==> config.mk <==
export PLATFORM = sky130hd
export DESIGN_NAME = lcd_byte_arbiter
export DESIGN_NICKNAME = d
export VERILOG_FILES = /design/src/rtl/lcd_byte_arbiter_pkg.sv /design/src/rtl/lcd_byte_arbiter.sv
export SDC_FILE = /design/constraint.sdc
export NUM_CORES = 1
export LEC_CHECK = 0
export ABC_AREA = 0
export CAP_MARGIN = 10
export CORE_MARGIN = 2
export CORE_UTILIZATION = 49
export DETAILED_ROUTE_END_ITERATION = 12
export PLACE_DENSITY_LB_ADDON = 0.08
export REMOVE_ABC_BUFFERS = 1
export SYNTH_ARGS = -nofsm -noshare
export SYNTH_HDL_FRONTEND = slang
export SYNTH_SLANG_ARGS = --single-unit
==> constraint.sdc <==
create_clock -name clk -period 2.8 [get_ports clk]
set_input_delay 0.84 -clock clk [delete_from_list [all_inputs] [get_ports clk]]
set_output_delay 0.84 -clock clk [all_outputs]
set_load 0.02 [all_outputs]
==> src/rtl/lcd_byte_arbiter_pkg.sv <==
// Shared definitions for the LCD byte arbiter: FSM states, the controller init
// sequence and the common HD44780-style command codes used by requesters.
package lcd_byte_arbiter_pkg;

  typedef enum logic [2:0] {
    PWRUP,
    INIT,
    IDLE,
    XFER,
    GAP
  } state_t;

  localparam int unsigned CNT_W = 20;

  // Init sequence: 8-bit bus/2 lines, entry mode increment, display+cursor on, clear.
  localparam logic [7:0] INIT_FUNC_SET   = 8'h38;
  localparam logic [7:0] INIT_ENTRY_MODE = 8'h06;
  localparam logic [7:0] INIT_DISPLAY_ON = 8'h0E;
  localparam logic [7:0] INIT_CLEAR      = 8'h01;

  localparam logic [7:0] LCD_CMD_CLEAR   = 8'h01;
  localparam logic [7:0] LCD_CMD_HOME_L1 = 8'h80;
  localparam logic [7:0] LCD_CMD_LINE2   = 8'hC0;
  localparam logic [7:0] LCD_CMD_LINE3   = 8'h94;
  localparam logic [7:0] LCD_CMD_LINE4   = 8'hD4;

  function automatic logic [7:0] init_cmd(input logic [1:0] idx);
    case (idx)
      2'd0:    return INIT_FUNC_SET;
      2'd1:    return INIT_ENTRY_MODE;
      2'd2:    return INIT_DISPLAY_ON;
      default: return INIT_CLEAR;
    endcase
  endfunction

endpackage

==> src/rtl/lcd_byte_arbiter.sv <==
// Two-requester arbiter in front of an LCD byte transmitter: runs the power-up
// init sequence, then grants bytes round-robin with optional ownership lock.
module lcd_byte_arbiter
  import lcd_byte_arbiter_pkg::*;
#(
  parameter int unsigned POWERUP_CYCLES = 200000,
  parameter int unsigned GAP_CYCLES     = 100
) (
  input  logic       clk,
  input  logic       rst,
  input  logic       req0,
  input  logic       req1,
  input  logic       lock0,
  input  logic       lock1,
  input  logic [7:0] data0,
  input  logic [7:0] data1,
  input  logic       cd0,
  input  logic       cd1,
  output logic       ack0,
  output logic       ack1,
  output logic [1:0] grant,
  output logic       tx_start,
  output logic [7:0] tx_data,
  output logic       tx_cd,
  input  logic       tx_done,
  output logic       init_done,
  output logic       busy
);

  state_t           state;
  logic [CNT_W-1:0] cnt;
  logic [1:0]       init_idx;
  logic             last_served;
  logic             owner;

  logic             pwr_last;
  logic             gap_last;
  logic             pick1;
  logic             own_req;
  logic             own_lock;
  logic [7:0]       own_data;
  logic             own_cd;

  // A zero-length gap still spends one cycle in GAP, hence the "+1 >=" form.
  assign pwr_last = (32'(cnt) + 32'd1) >= POWERUP_CYCLES;
  assign gap_last = (32'(cnt) + 32'd1) >= GAP_CYCLES;
  assign busy     = (state != IDLE);

  always_comb begin
    // NOTE: every signal assigned in always_comb gets a default first so no latch is inferred.
    pick1    = req1 & (~req0 | ~last_served);
    own_req  = req0;
    own_lock = lock0;
    own_data = data0;
    own_cd   = cd0;
    if (owner) begin
      own_req  = req1;
      own_lock = lock1;
      own_data = data1;
      own_cd   = cd1;
    end
  end

  always_ff @(posedge clk) begin
    // NOTE: sequential state uses non-blocking assignments so every register sees pre-edge values.
    if (rst) begin
      state       <= PWRUP;
      cnt         <= '0;
      init_idx    <= '0;
      last_served <= 1'b1;
      owner       <= 1'b0;
      tx_start    <= 1'b0;
      tx_data     <= 8'h00;
      tx_cd       <= 1'b0;
      grant       <= 2'b00;
      ack0        <= 1'b0;
      ack1        <= 1'b0;
      init_done   <= 1'b0;
    end else begin
      ack0 <= 1'b0;
      ack1 <= 1'b0;
      case (state)
        PWRUP: begin
          if (pwr_last) begin
            cnt      <= '0;
            tx_data  <= init_cmd(2'd0);
            tx_cd    <= 1'b0;
            tx_start <= 1'b1;
            state    <= INIT;
          end else begin
            cnt <= cnt + 1'b1;
          end
        end

        INIT: begin
          if (tx_done) begin
            tx_start <= 1'b0;
            cnt      <= '0;
            state    <= GAP;
          end
        end

        IDLE: begin
          if (req0 | req1) begin
            owner       <= pick1;
            last_served <= pick1;
            grant       <= pick1 ? 2'b10 : 2'b01;
            tx_data     <= pick1 ? data1 : data0;
            tx_cd       <= pick1 ? cd1 : cd0;
            tx_start    <= 1'b1;
            state       <= XFER;
          end
        end

        XFER: begin
          if (tx_done) begin
            tx_start <= 1'b0;
            ack0     <= ~owner;
            ack1     <= owner;
            cnt      <= '0;
            state    <= GAP;
          end
        end

        GAP: begin
          if (gap_last) begin
            cnt <= '0;
            if (!init_done) begin
              if (init_idx == 2'd3) begin
                init_done <= 1'b1;
                state     <= IDLE;
              end else begin
                init_idx <= init_idx + 2'd1;
                tx_data  <= init_cmd(init_idx + 2'd1);
                tx_start <= 1'b1;
                state    <= INIT;
              end
            end else if (own_lock && own_req) begin
              // Locked owner keeps the transmitter without re-arbitration.
              tx_data  <= own_data;
              tx_cd    <= own_cd;
              tx_start <= 1'b1;
              state    <= XFER;
            end else begin
              grant <= 2'b00;
              state <= IDLE;
            end
          end else begin
            cnt <= cnt + 1'b1;
          end
        end

        default: state <= PWRUP;
      endcase
    end
  end

endmodule

# Word-level counts from Yosys, hierarchy flattened
# Cells that the tools add are included.
[classes]
magnitude_cmp = 2
reduce_logical = 18
eq_ne = 17
n_mux = 48
n_addsub = 3
bitwise = 10
[ops]
columns = ["op", "count"]
rows = [
  ["2-to-1 mux 8 bit", 8],
  ["2-to-1 mux 20 bit", 3],
  ["one-hot mux 20 bit (3 select lines)", 1],
  ["greater-or-equal comparator 32 x 18 -> 1 bit, second input constant", 1],
  ["one-hot mux 8 bit (3 select lines)", 1],
  ["adder 20 x 1 -> 21 bit, second input constant", 1],
  ["greater-or-equal comparator 21 x 7 -> 1 bit, second input constant", 1],
  ["adder 20 x 1 -> 20 bit, second input constant", 1],
  ["2-to-1 mux 1 bit", 19],
  ["one-hot mux 6 bit (3 select lines)", 1],
  ["2-to-1 mux 3 bit", 5],
  ["2-to-1 mux 2 bit", 6],
  ["!= test 2 bit, second input constant", 6],
  ["one-hot mux 3 bit (4 select lines)", 1],
  ["AND reduction 6 bit", 2],
  ["AND reduction 4 bit", 2],
  ["inverter 1 bit", 7],
  ["AND reduction 7 bit", 1],
  ["equality test 3 x 2 -> 1 bit, second input constant", 2],
  ["!= test 3 bit, second input constant", 2],
  ["AND reduction 2 bit", 3],
  ["nonzero test 3 bit", 2],
  ["AND reduction 5 bit", 1],
  ["equality test 2 bit, second input constant", 2],
  ["other kinds (18)", 19],
]
[word_totals]
reg_bits = 42
elab_cells = 110
input_bits = 25
output_inout_bits = 16

# Depth between registers and ports, before layout
# Gate-level depths: netlist of the first run.
[logic_depth]
ltp_word = 7
mapped_depth = 12
depth_no_buf = 9

# Worst setup path after synthesis of the first run
# No wires, ideal clock.
[synth_path]
path_type = "flip-flop to flip-flop"
from = "register cnt[0]"
to = "register cnt[13]"
period_less_slack_ns = 2.628
path_stages_with_launch = 11
t_required_ns = 2.726
path_slack_ns = 0.172
setup_ns = 0.074
arrival_time_ns = 2.554
path_buffers = 1
path_cell_list = "dfxtp_1 -> ha_1 -> clkbuf_1 -> inv_1 -> o21ai_0 -> nand4b_1 -> a22oi_1 -> nand4b_4 -> o32ai_4 -> or2b_1 -> a31oi_1"
[synth_between]
elab_chain_cells = 4
word_cells_on_any_way = 7
cone_classes = "add/sub (2); order compare (2); mux (3)"
[synth_rtl]
columns = ["item", "line", "rtl"]
rows = [
  ["start: declaration", "lcd_byte_arbiter.sv:31", "logic [CNT_W-1:0] cnt;"],
  ["start signal: assignment", "lcd_byte_arbiter.sv:91", "cnt <= cnt + 1'b1;"],
  ["start signal: assignment", "lcd_byte_arbiter.sv:149", "cnt <= cnt + 1'b1;"],
  ["adder 20 x 1 -> 21 bit", "lcd_byte_arbiter.sv:45, lcd_byte_arbiter.sv:46", ""],
  ["greater-or-equal comparator 32 x 18 -> 1 bit / greater-or-equal comparator 21 x 7 -> 1 bit (equally long branches)", "lcd_byte_arbiter.sv:45, lcd_byte_arbiter.sv:46", ""],
  ["2-to-1 mux 20 bit (on tied branches)", "lcd_byte_arbiter.sv:84, lcd_byte_arbiter.sv:126", ""],
  ["one-hot mux 20 bit (3 select lines) (*)", "lcd_byte_arbiter.sv:82", "case (state)"],
]
# Mark *: on every way between the ends. The rest lies on a longest branch, timed or not.
# A chain may end at the register's enable or synchronous reset.

# Final worst setup path of the first run
[layout_path]
from = "register state[2]"
to = "output busy"
[layout_between]
elab_chain_cells = 1
[layout_rtl]
columns = ["item", "line", "rtl"]
rows = [
  ["start: declaration", "lcd_byte_arbiter.sv:30", "state_t state;"],
  ["start signal: assignment", "lcd_byte_arbiter.sv:67", "state <= PWRUP;"],
  ["start signal: assignment", "lcd_byte_arbiter.sv:89", "state <= INIT;"],
  ["start signal: assignment", "lcd_byte_arbiter.sv:99", "state <= GAP;"],
  ["!= test 3 x 2 -> 1 bit", "lcd_byte_arbiter.sv:47", "assign busy = (state != IDLE);"],
  ["end: declaration", "lcd_byte_arbiter.sv:27", "output logic busy"],
]
# Every way passes these cells.

==> impl_summary.txt, run 1 <==
----------------------------------------------------
[Outcome]
  Outcome ... finished clean

[Clocking]
  Clock transition time at the flip-flop clock pins of the worst setup and hold paths ... 0.09 ns
  Hold-fix buffer count after cts ... 0
  Clock buffers created by TritonCTS ... 5
  Maximum root-to-sink buffer count ... 2
  Root buffer selected by CTS ... sky130_fd_sc_hd__clkbuf_8
  CTS tree ... yes
  Number of levels the H-tree was split into ... 2
  CTS sink count ... 42
  Clock latency reported for the late side of the worst-skew pair ... around 0.3 ns

[Global route]
  Number of global-route vias before repair ... 2,560
  Number of antenna violations at the first check in global routing ... 0
  Global Route Usage Sum ... 24.1%
  Global-route wire length before repair ... between 10 and 15 mm
  Remaining Overflow, GRT ... 0
  Pin count of the biggest net entering global routing ... 18

[Layout]
  Count of filler cells inserted in the layout ... between 500 and 600
  Layout cell share with drive strength beyond 1 ... between 10% and 20%
  Area growth syn-to-layout ... 25.8%
  Final nets ... approximately 420
  Core utilization of the finished layout ... a little over three fifths
  Diode count ... 0

[Placed design]
  Post-placement worst setup slack ... 0.0788 ns
  Final RePlAce weighted congestion ... between 0.8 and 0.9
  Total half-perimeter wirelength after legalization and detailed placement ... roughly 5.3 mm
  Port-buffer cells ... 40

[Routing]
  First-pass iteration count of the detailed router ... 5
  Count of nets left with antenna violations after detail routing ... 0
  Drt total wl ... 7.23 mm
  Vias ... approximately 2,800
  Detail-routed net length per standard cell ... roughly 16 µm
  Detailed-route DRC error count ... 0
  Violation count after the first detailed-routing iteration ... 172
  Via-to-Cell Ratio ... 5.95

[Critical path]
  Cell breakdown of the critical path ... nand2b_1 -> nor2_1 -> inv_1 -> clkdlybuf4s50_1
  Worst path max stage delay ... 0.55 ns
  Arr. time, crit path ... ~1.8 ns
  CP Capture Type ... output pin
  Critical-path top delay cell ... sky130_fd_sc_hd__clkdlybuf4s50_1
  Largest fanout on the critical path ... 8
  Nature of the critical path startpoint ... register
  Crit Path Category ... reg -> out
  Required time of the critical path ... around 2.0 ns
  Count of buffering cells on the critical path with inverters included ... 2
  Cell class contributing the biggest share of worst-path delay ... buffers and inverters

[Power]
  Power density cells ... around 350 nW/µm²
  LEAKAGE ... ~1.2 nW
  Peak supply drop ... roughly 0.26 mV

[Die]
  Full die area ... 6160 µm²
  Horizontal die dimension ... between 70 and 80 µm
  Placement Rows ... 27
  Die Ht ... 78.5 µm
  Floorplan core area ... about 5400 µm²
  Initial core utilization ... ~50%
  Number of I/O pins ... just over 40

[STA]
  Setup violators final ... 0
  Setup skew after layout ... 0.00597 ns
  Final period utilization ... between 90% and 100%
  Final WS setup ... about 0.12 ns
  TNS Setup ... 0 ns
  Number of hold violations in the final report ... 0
  Tightest hold margin ... 0.451 ns
  Achievable clock frequency ... ~0.37 GHz
  Min Clock Period, post-route ... 2.68 ns
  Number of max-slew violations in the final report ... 0
  Setup repair after global routing missed its margin ... yes
  Worst-case headroom to the max-slew limit ... between 40% and 50%
  Slew at the pin closest to its max-slew limit ... 0.759 ns

[Yosys]
  Commonest register cell after synthesis ... sky130_fd_sc_hd__dfxtp_1
  Synthesis Warnings ... 0
  Fraction of the yosys area taken by sequential cells ... a little under a third
  Distinct cell type count of the synthesized netlist ... 66
  Average cell area after synthesis ... ~8.0 µm²
  Cell area after synthesis ... ~2700 µm²
  Async set or reset register ratio after synthesis ... 0%
  Number of enable flip-flop cells after synthesis ... 0
  Number of cells produced by synthesis ... 341
  Post-synthesis register bit count ... 42

[Worst hold path]
  Tightest Hold Check Type ... reg -> reg

[Job]
  Number of max-cap violations ... 0

----------------------------------------------------
-- kinds of logic (layout without fill, tap and decap cells) --
group           count (synthesis)  in the layout  synth area share, %
xor+xnor                        8              8                 2.58
simple gates                  124            124                 26.7
buf+inv                        41             91                 7.55
fa+ha+maj                       4              4                 1.84
mux                             3              3                 1.15
flops                          42             42                 31.0
compound gates                119            119                 29.2
-- state kept, by name (all words and copies together), names as in the netlist --
register,flops
init_idx,2
init_done,1
cnt,20
state,3
tx_start,1
ack1,1
last_served,1
owner,1
grant,2
ack0,1
tx_data,8
tx_cd,1
-- Yosys cell counts, types with 4 or more instances --
cell type	count	share of area [%]
sky130_fd_sc_hd__nand4_1	8	1.8
sky130_fd_sc_hd__o21ai_1	10	1.8
sky130_fd_sc_hd__nand3_1	12	2.2
sky130_fd_sc_hd__a21o_1	5	1.4
sky130_fd_sc_hd__xnor2_1	7	2.3
sky130_fd_sc_hd__a31oi_1	13	3.0
sky130_fd_sc_hd__and4_1	4	1.3
sky130_fd_sc_hd__nand2b_1	5	1.2
sky130_fd_sc_hd__nand2_1	28	3.9
sky130_fd_sc_hd__nand3b_1	4	1.1
sky130_fd_sc_hd__a221oi_1	4	1.3
sky130_fd_sc_hd__buf_6	4	1.7
sky130_fd_sc_hd__nor2_1	19	2.6
sky130_fd_sc_hd__o21ai_0	13	2.4
sky130_fd_sc_hd__buf_2	7	1.3
sky130_fd_sc_hd__dfxtp_1	42	31
sky130_fd_sc_hd__a311oi_1	7	2.3
sky130_fd_sc_hd__nor3_1	7	1.3
sky130_fd_sc_hd__inv_1	13	1.8
sky130_fd_sc_hd__a22oi_1	6	1.7
sky130_fd_sc_hd__nor4_1	8	1.8
sky130_fd_sc_hd__a21oi_1	34	6.3
sky130_fd_sc_hd__clkbuf_1	11	1.5
sky130_fd_sc_hd__ha_1	4	1.8
-- worst register-to-register path, stage by stage (launching register included) --
cell                       delay, ns
sky130_fd_sc_hd__dfxtp_1        0.34
sky130_fd_sc_hd__ha_1           0.17
sky130_fd_sc_hd__nand4_1        0.29
sky130_fd_sc_hd__nor4_1         0.39
sky130_fd_sc_hd__buf_4          0.18
sky130_fd_sc_hd__nor3_1         0.04
sky130_fd_sc_hd__a31o_1         0.23
sky130_fd_sc_hd__nand4b_4       0.12
sky130_fd_sc_hd__buf_4          0.16
sky130_fd_sc_hd__a21o_2         0.29
sky130_fd_sc_hd__a21oi_1        0.11
sky130_fd_sc_hd__a311oi_1       0.24
-- per-layer routing --
metal  GRT usage, %  up-vias  part of all wire (%)
li1               -     1377                     -
met1           29.8     1303                    45
met2           43.3       67                    50
met3           3.68        8                   3.5
met4           6.84        0                   1.1
met5              0        -                     0
-- report_power, final --
| part | leakage (nW) | switching [mW] | total, mW | internal (mW) |
|---|---|---|---|---|
| Sequential | 0.339 | 0.00862 | 0.616 | 0.607 |
| Clock | 0.0472 | 0.233 | 0.432 | 0.199 |
| Combinational | 0.826 | 0.0650 | 0.140 | 0.0753 |
-- layout by cell type, fill, tap and decap left out, types with 3 or more instances in the layout --
master / n
sky130_fd_sc_hd__inv_1: 13
sky130_fd_sc_hd__clkdlybuf4s50_1: 40
sky130_fd_sc_hd__nand3b_1: 4
sky130_fd_sc_hd__nand4b_1: 3
sky130_fd_sc_hd__nand3_1: 12
sky130_fd_sc_hd__nor2_1: 19
sky130_fd_sc_hd__a21oi_1: 34
sky130_fd_sc_hd__ha_1: 4
sky130_fd_sc_hd__nand4_1: 8
sky130_fd_sc_hd__nor2b_1: 3
sky130_fd_sc_hd__nor3_1: 5
sky130_fd_sc_hd__a31oi_1: 13
sky130_fd_sc_hd__a41o_1: 3
sky130_fd_sc_hd__clkbuf_8: 6
sky130_fd_sc_hd__o21a_1: 3
sky130_fd_sc_hd__dfxtp_1: 42
sky130_fd_sc_hd__and4_1: 4
sky130_fd_sc_hd__buf_4: 27
sky130_fd_sc_hd__and3_1: 3
sky130_fd_sc_hd__or3_1: 3
sky130_fd_sc_hd__a311oi_1: 7
sky130_fd_sc_hd__nor4_1: 6
sky130_fd_sc_hd__and2_1: 3
sky130_fd_sc_hd__nor4_2: 3
sky130_fd_sc_hd__nand2b_1: 5
sky130_fd_sc_hd__o21ai_0: 13
sky130_fd_sc_hd__xnor2_1: 7
sky130_fd_sc_hd__o21ai_1: 10
sky130_fd_sc_hd__nand2_1: 28
sky130_fd_sc_hd__a22oi_1: 6
sky130_fd_sc_hd__nor3_2: 4
sky130_fd_sc_hd__a21o_1: 4
sky130_fd_sc_hd__a221oi_1: 4
-- metrics by stage --
| stage | std cells | instance area [µm²] | power, mW |
|---|---|---|---|
| finish | 463 | 3420 | 1.19 |
| global route | 463 | 3420 | 1.23 |
| CTS | 462 | 3380 | 1.19 |
| detailed placement | 454 | 3290 | 0.770 |
| global placement | 454 | 3290 | 0.767 |
| floorplan | 314 | 2560 | 0.687 |
-- what timing repair did --
| item | in CTS | in global routing |
|---|---|---|
| hold endpoints to repair | 0 | 0 |
| setup endpoints to repair | 0 | 24 |
| gates resized for setup | 0 | 6 |
| setup buffers | 0 | 1 |
-- final timing paths --
path / start / to / slack [ns] / cells past startpoint
worst max register to register: cnt[0]$_SDFFE_PP0P_ / tx_data[0]$_SDFFE_PP0P_ / 0.15 / 11
worst min register to register: tx_data[5]$_SDFFE_PP0P_ / tx_data[5]$_SDFFE_PP0P_ / 0.45 / 2
worst min-delay path: tx_data[5]$_SDFFE_PP0P_ / tx_data[5]$_SDFFE_PP0P_ / 0.45 / 2
worst max-delay path: state[2]$_SDFFE_PP0P_ / busy / 0.12 / 4
-- layout make-up --
class	instances	area [µm²]	share of cell area, %
clock buffer	6	82.6	2.42
clock inverter	2	12.5	0.366
inverter	14	52.6	1.54
multi-input combinational	258	1700	49.6
sequential	42	841	24.6
tap	72	90.1	2.64
timing repair buffer	69	643	18.8
No activity file was read; power rests on OpenSTA's default activity.
==> run 2, diff against run 1 <==
Settings changed: CORE_UTILIZATION 49 to 57, DONT_BUFFER_PORTS set to 1.
Clock period 2.8 ns to 2.4 ns, I/O delays scaled along.
==> run 2 against run 1 <==
  * The flow now finishes with violations (setup timing)
  * First-iteration DRC count grew to 2.6 times the previous value
  * Register-to-register slack worse by 0.45 ns
  * Sequential share of layout area fell by 2.9 points
  * Non-clock buffer count rose by 21
  * Sequential power is 18% higher
  * Via count rose by 25%
  * Largest power group unchanged
==> impl_summary.txt, run 2 (synthesis gave the netlist of run 1 again) <==
----------------------------------------------------
[Layout]
  Register with the highest flop count ... cnt (unchanged)
  Area growth syn-to-layout ... 48.0% (was 25.8%)
  Multi-input gate area ... 2130 µm² (was 1700 µm²)
  Final Instance Area ... 4020 µm² (was 3420 µm²)
  Leading cell type in the layout, fill and taps excluded ... sky130_fd_sc_hd__buf_4 (was sky130_fd_sc_hd__dfxtp_1)
  Flip-flop count of the largest register, all copies and words added ... 20 (unchanged)
  Layout cell share with drive strength beyond 1 ... 44.7% (was 14.8%)
  Diode count ... 0 (unchanged)
  Registers with the most flip-flops ... cnt (20), tx_data (8), state (3) (unchanged)
  Top library cells by usage in the layout, fill and taps aside ... sky130_fd_sc_hd__buf_4 (67), sky130_fd_sc_hd__dfxtp_1 (28), sky130_fd_sc_hd__nand2_1 (23) (was sky130_fd_sc_hd__dfxtp_1 (42), sky130_fd_sc_hd__clkdlybuf4s50_1 (40), sky130_fd_sc_hd__a21oi_1 (34))
  Count of filler cells inserted in the layout ... 225 (was 516)
  Sequential cell area ... 873 µm² (was 841 µm²)
  Final nets ... 442 (was 419)

[Power]
  Clock network power share ... 34.3% (was 36.3%)
  Int Pwr ... 1.01 mW (was 881 µW)
  Power, Total ... 1.40 mW (was 1.19 mW)
  Switching power summed over all nets ... 388 µW (was 307 µW)
  LEAKAGE ... 1.63 nW (was 1.21 nW)
  Power density cells ... 347 nW/µm² (was 348 nW/µm²)
  Reg power frac ... 52.1% (was 51.8%)
  Switching Share ... 27.8% (was 25.8%)
  Peak supply drop ... 0.371 mV (was 0.264 mV)
  Combinational share of power ... 13.6% (was 11.8%)

[STA]
  Number of hold violations in the final report ... 0 (unchanged)
  Number of max-slew violations in the final report ... 0 (unchanged)
  Final WS setup ... -0.298 ns (was 0.122 ns)
  Setup repair after global routing missed its margin ... yes (unchanged)
  Setup violators final ... 34 (was 0)
  Achievable clock frequency ... ~0.37 GHz
  Worst-case headroom to the max-slew limit ... 64.2% (was 49.2%)
  Setup skew after layout ... 0.0136 ns (was 0.00597 ns)
  Slew at the pin closest to its max-slew limit ... 0.538 ns (was 0.759 ns)
  Final period utilization ... 112%
  Min Clock Period, post-route ... roughly 2.7 ns

[Critical path]
  Cell breakdown of the critical path ... ha_4 -> buf_6 -> nand4_1 -> mux2_4 -> a21oi_4 -> o221a_4 -> nand4b_4 -> buf_4 -> buf_8 -> a21o_4 -> a41o_1 -> a21oi_1 (was nand2b_1 -> nor2_1 -> inv_1 -> clkdlybuf4s50_1)
  Required time of the critical path ... 2.62 ns (was 1.96 ns)
  Nature of the critical path startpoint ... register (unchanged)
  Largest fanout on the critical path ... 7 (was 8)
  Crit Path Category ... reg -> reg (was reg -> out)
  Arr. time, crit path ... 2.92 ns (was 1.84 ns)
  CP Capture Type ... register (was output pin)
  Critical-path top delay cell ... sky130_fd_sc_hd__dfxtp_2 (was sky130_fd_sc_hd__clkdlybuf4s50_1)
  Worst path max stage delay ... 0.38 ns (was 0.55 ns)

[Die]
  Horizontal die dimension ... 73.0 µm (was 78.5 µm)
  Initial core utilization ... 58.3% (was 49.9%)
  Die Ht ... 73.0 µm (was 78.5 µm)
  Floorplan core area ... 4660 µm² (was 5440 µm²)
  Placement Rows ... 25 (was 27)
  Number of I/O pins ... 41 (unchanged)
  Full die area ... 5330 µm² (was 6160 µm²)

[Clocking]
  Clock buffers created by TritonCTS ... 5 (unchanged)
  CTS sink count ... 42 (unchanged)
  Clock transition time at the flip-flop clock pins of the worst setup and hold paths ... 0.09 ns (about the same)
  Root buffer selected by CTS ... sky130_fd_sc_hd__clkbuf_8 (unchanged)
  Hold-fix buffer count after cts ... 0 (unchanged)
  Number of levels the H-tree was split into ... 2 (unchanged)
  CTS tree ... yes (unchanged)
  Clock latency reported for the late side of the worst-skew pair ... 0.30 ns (about the same)
  Maximum root-to-sink buffer count ... 2 (unchanged)

[Global route]
  Pin count of the biggest net entering global routing ... 28 (was 18)
  Remaining Overflow, GRT ... 0 (unchanged)
  Number of global-route vias before repair ... 2,780 (was 2,560)
  Global Route Usage Sum ... 32.3% (was 24.1%)
  Global-route wire length before repair ... 13.4 mm (was 11.9 mm)
  Number of antenna violations at the first check in global routing ... 0 (unchanged)

[Job]
  Number of max-cap violations ... 0 (unchanged)

[Placed design]
  Port-buffer cells ... 0 (was 40)
  Final RePlAce weighted congestion ... 0.879 (was 0.866)
  Total half-perimeter wirelength after legalization and detailed placement ... 5.31 mm (was 5.28 mm)
  Cell area after placement ... 3090 µm² (was 3290 µm²)

[Routing]
  Detailed-route DRC error count ... 0 (unchanged)
  Drt total wl ... 11.1 mm (was 7.23 mm)
  Via-to-Cell Ratio ... 7.38 (was 5.95)
  Detail-routed net length per standard cell ... 23.8 µm (was 15.6 µm)
  Violation count after the first detailed-routing iteration ... 450 (was 172)
  Count of nets left with antenna violations after detail routing ... 0 (unchanged)
  First-pass iteration count of the detailed router ... 6 (was 5)
  Vias ... 3,456 (was 2,755)

[Outcome]
  Failing checks ... setup timing
  Outcome ... complete, but fails checks (was finished clean)

[Worst hold path]
  Tightest Hold Check Type ... in -> reg (was reg -> reg)

----------------------------------------------------
==> run 2: cell count changes in the layout (fill, tap and decap cells not counted), moves of 8 or more <==
cell,change
sky130_fd_sc_hd__a21oi_1,-14
sky130_fd_sc_hd__a21oi_2,+12
sky130_fd_sc_hd__buf_4,+40
sky130_fd_sc_hd__buf_6,+18
sky130_fd_sc_hd__clkdlybuf4s50_1,-40
sky130_fd_sc_hd__dfxtp_1,-14
sky130_fd_sc_hd__dfxtp_2,+8
==> run 2: worst paths after layout <==
path,start,end,slack (ns),cells after the start
max,cnt[1]$_SDFFE_PP0P_,tx_data[4]$_SDFFE_PP0P_,-0.30,12
min,rst,tx_data[2]$_SDFFE_PP0P_,0.48,1
max reg2reg,cnt[1]$_SDFFE_PP0P_,tx_data[4]$_SDFFE_PP0P_,-0.30,12
min reg2reg,init_idx[1]$_SDFFE_PP0P_,init_idx[1]$_SDFFE_PP0P_,0.51,2
==> run 2: layer usage <==
metal	up-vias	GRT usage (%)	wire length, µm
li1	1436	-	-
met1	1636	45.1	4240
met2	311	49.3	5030
met3	73	5.80	1290
met4	0	12.6	564
met5	-	0	0
==> run 2: power groups by stage <==
stage / combinational, mW / clock (mW) / sequential [mW]
floorplan: 0.0521 / 0 / 0.749
global placement: 0.121 / 0 / 0.736
detailed placement: 0.124 / 0 / 0.737
CTS: 0.165 / 0.474 / 0.724
global route: 0.200 / 0.505 / 0.727
finish: 0.190 / 0.478 / 0.727
==> run 2: through the flow <==
stage | util (%) | hold slack, ns | worst slack [ns] | TNS, ns | instances
floorplan | - | 0.451 | -0.661 | -11.05 | 314
global placement | 66.2 | 0.467 | -0.254 | -4.73 | 427
detailed placement | 66.2 | 0.476 | -0.265 | -5.43 | 427
CTS | 76.7 | 0.472 | -0.0578 | -0.186 | 453
global route | 86.2 | 0.466 | -0.291 | -5.94 | 468
finish | 86.2 | 0.481 | -0.298 | -4.75 | 468
==> run 2: critical path, delay by kind of cell (launching register included) <==
family | cells | cell delay, ns
buffers and inverters | 3 | 0.41
adders and majority gates | 1 | 0.14
and+or+nand+nor | 2 | 0.24
AOI/OAI and AO/OA | 5 | 1.09
DFF | 1 | 0.38
muxes | 1 | 0.34
==> run 2: layout make-up <==
cell class	instances	area share (%)
Multi-Input combinational cell	260	53.0
Clock buffer	6	1.81
Clock inverter	2	0.342
Timing Repair Buffer	90	20.2
Tap cell	54	1.68
Inverter	14	1.31
Sequential cell	42	21.7
==> run 2: timing repair <==
| item | 4_1_cts | 5_1_grt |
|---|---|---|
| gates cloned | 2 | 3 |
| pin swaps | 28 | 43 |
| setup buffers | 16 | 12 |
| gates resized for setup | 62 | 63 |
| endpoints found under the setup margin | 31 | 35 |
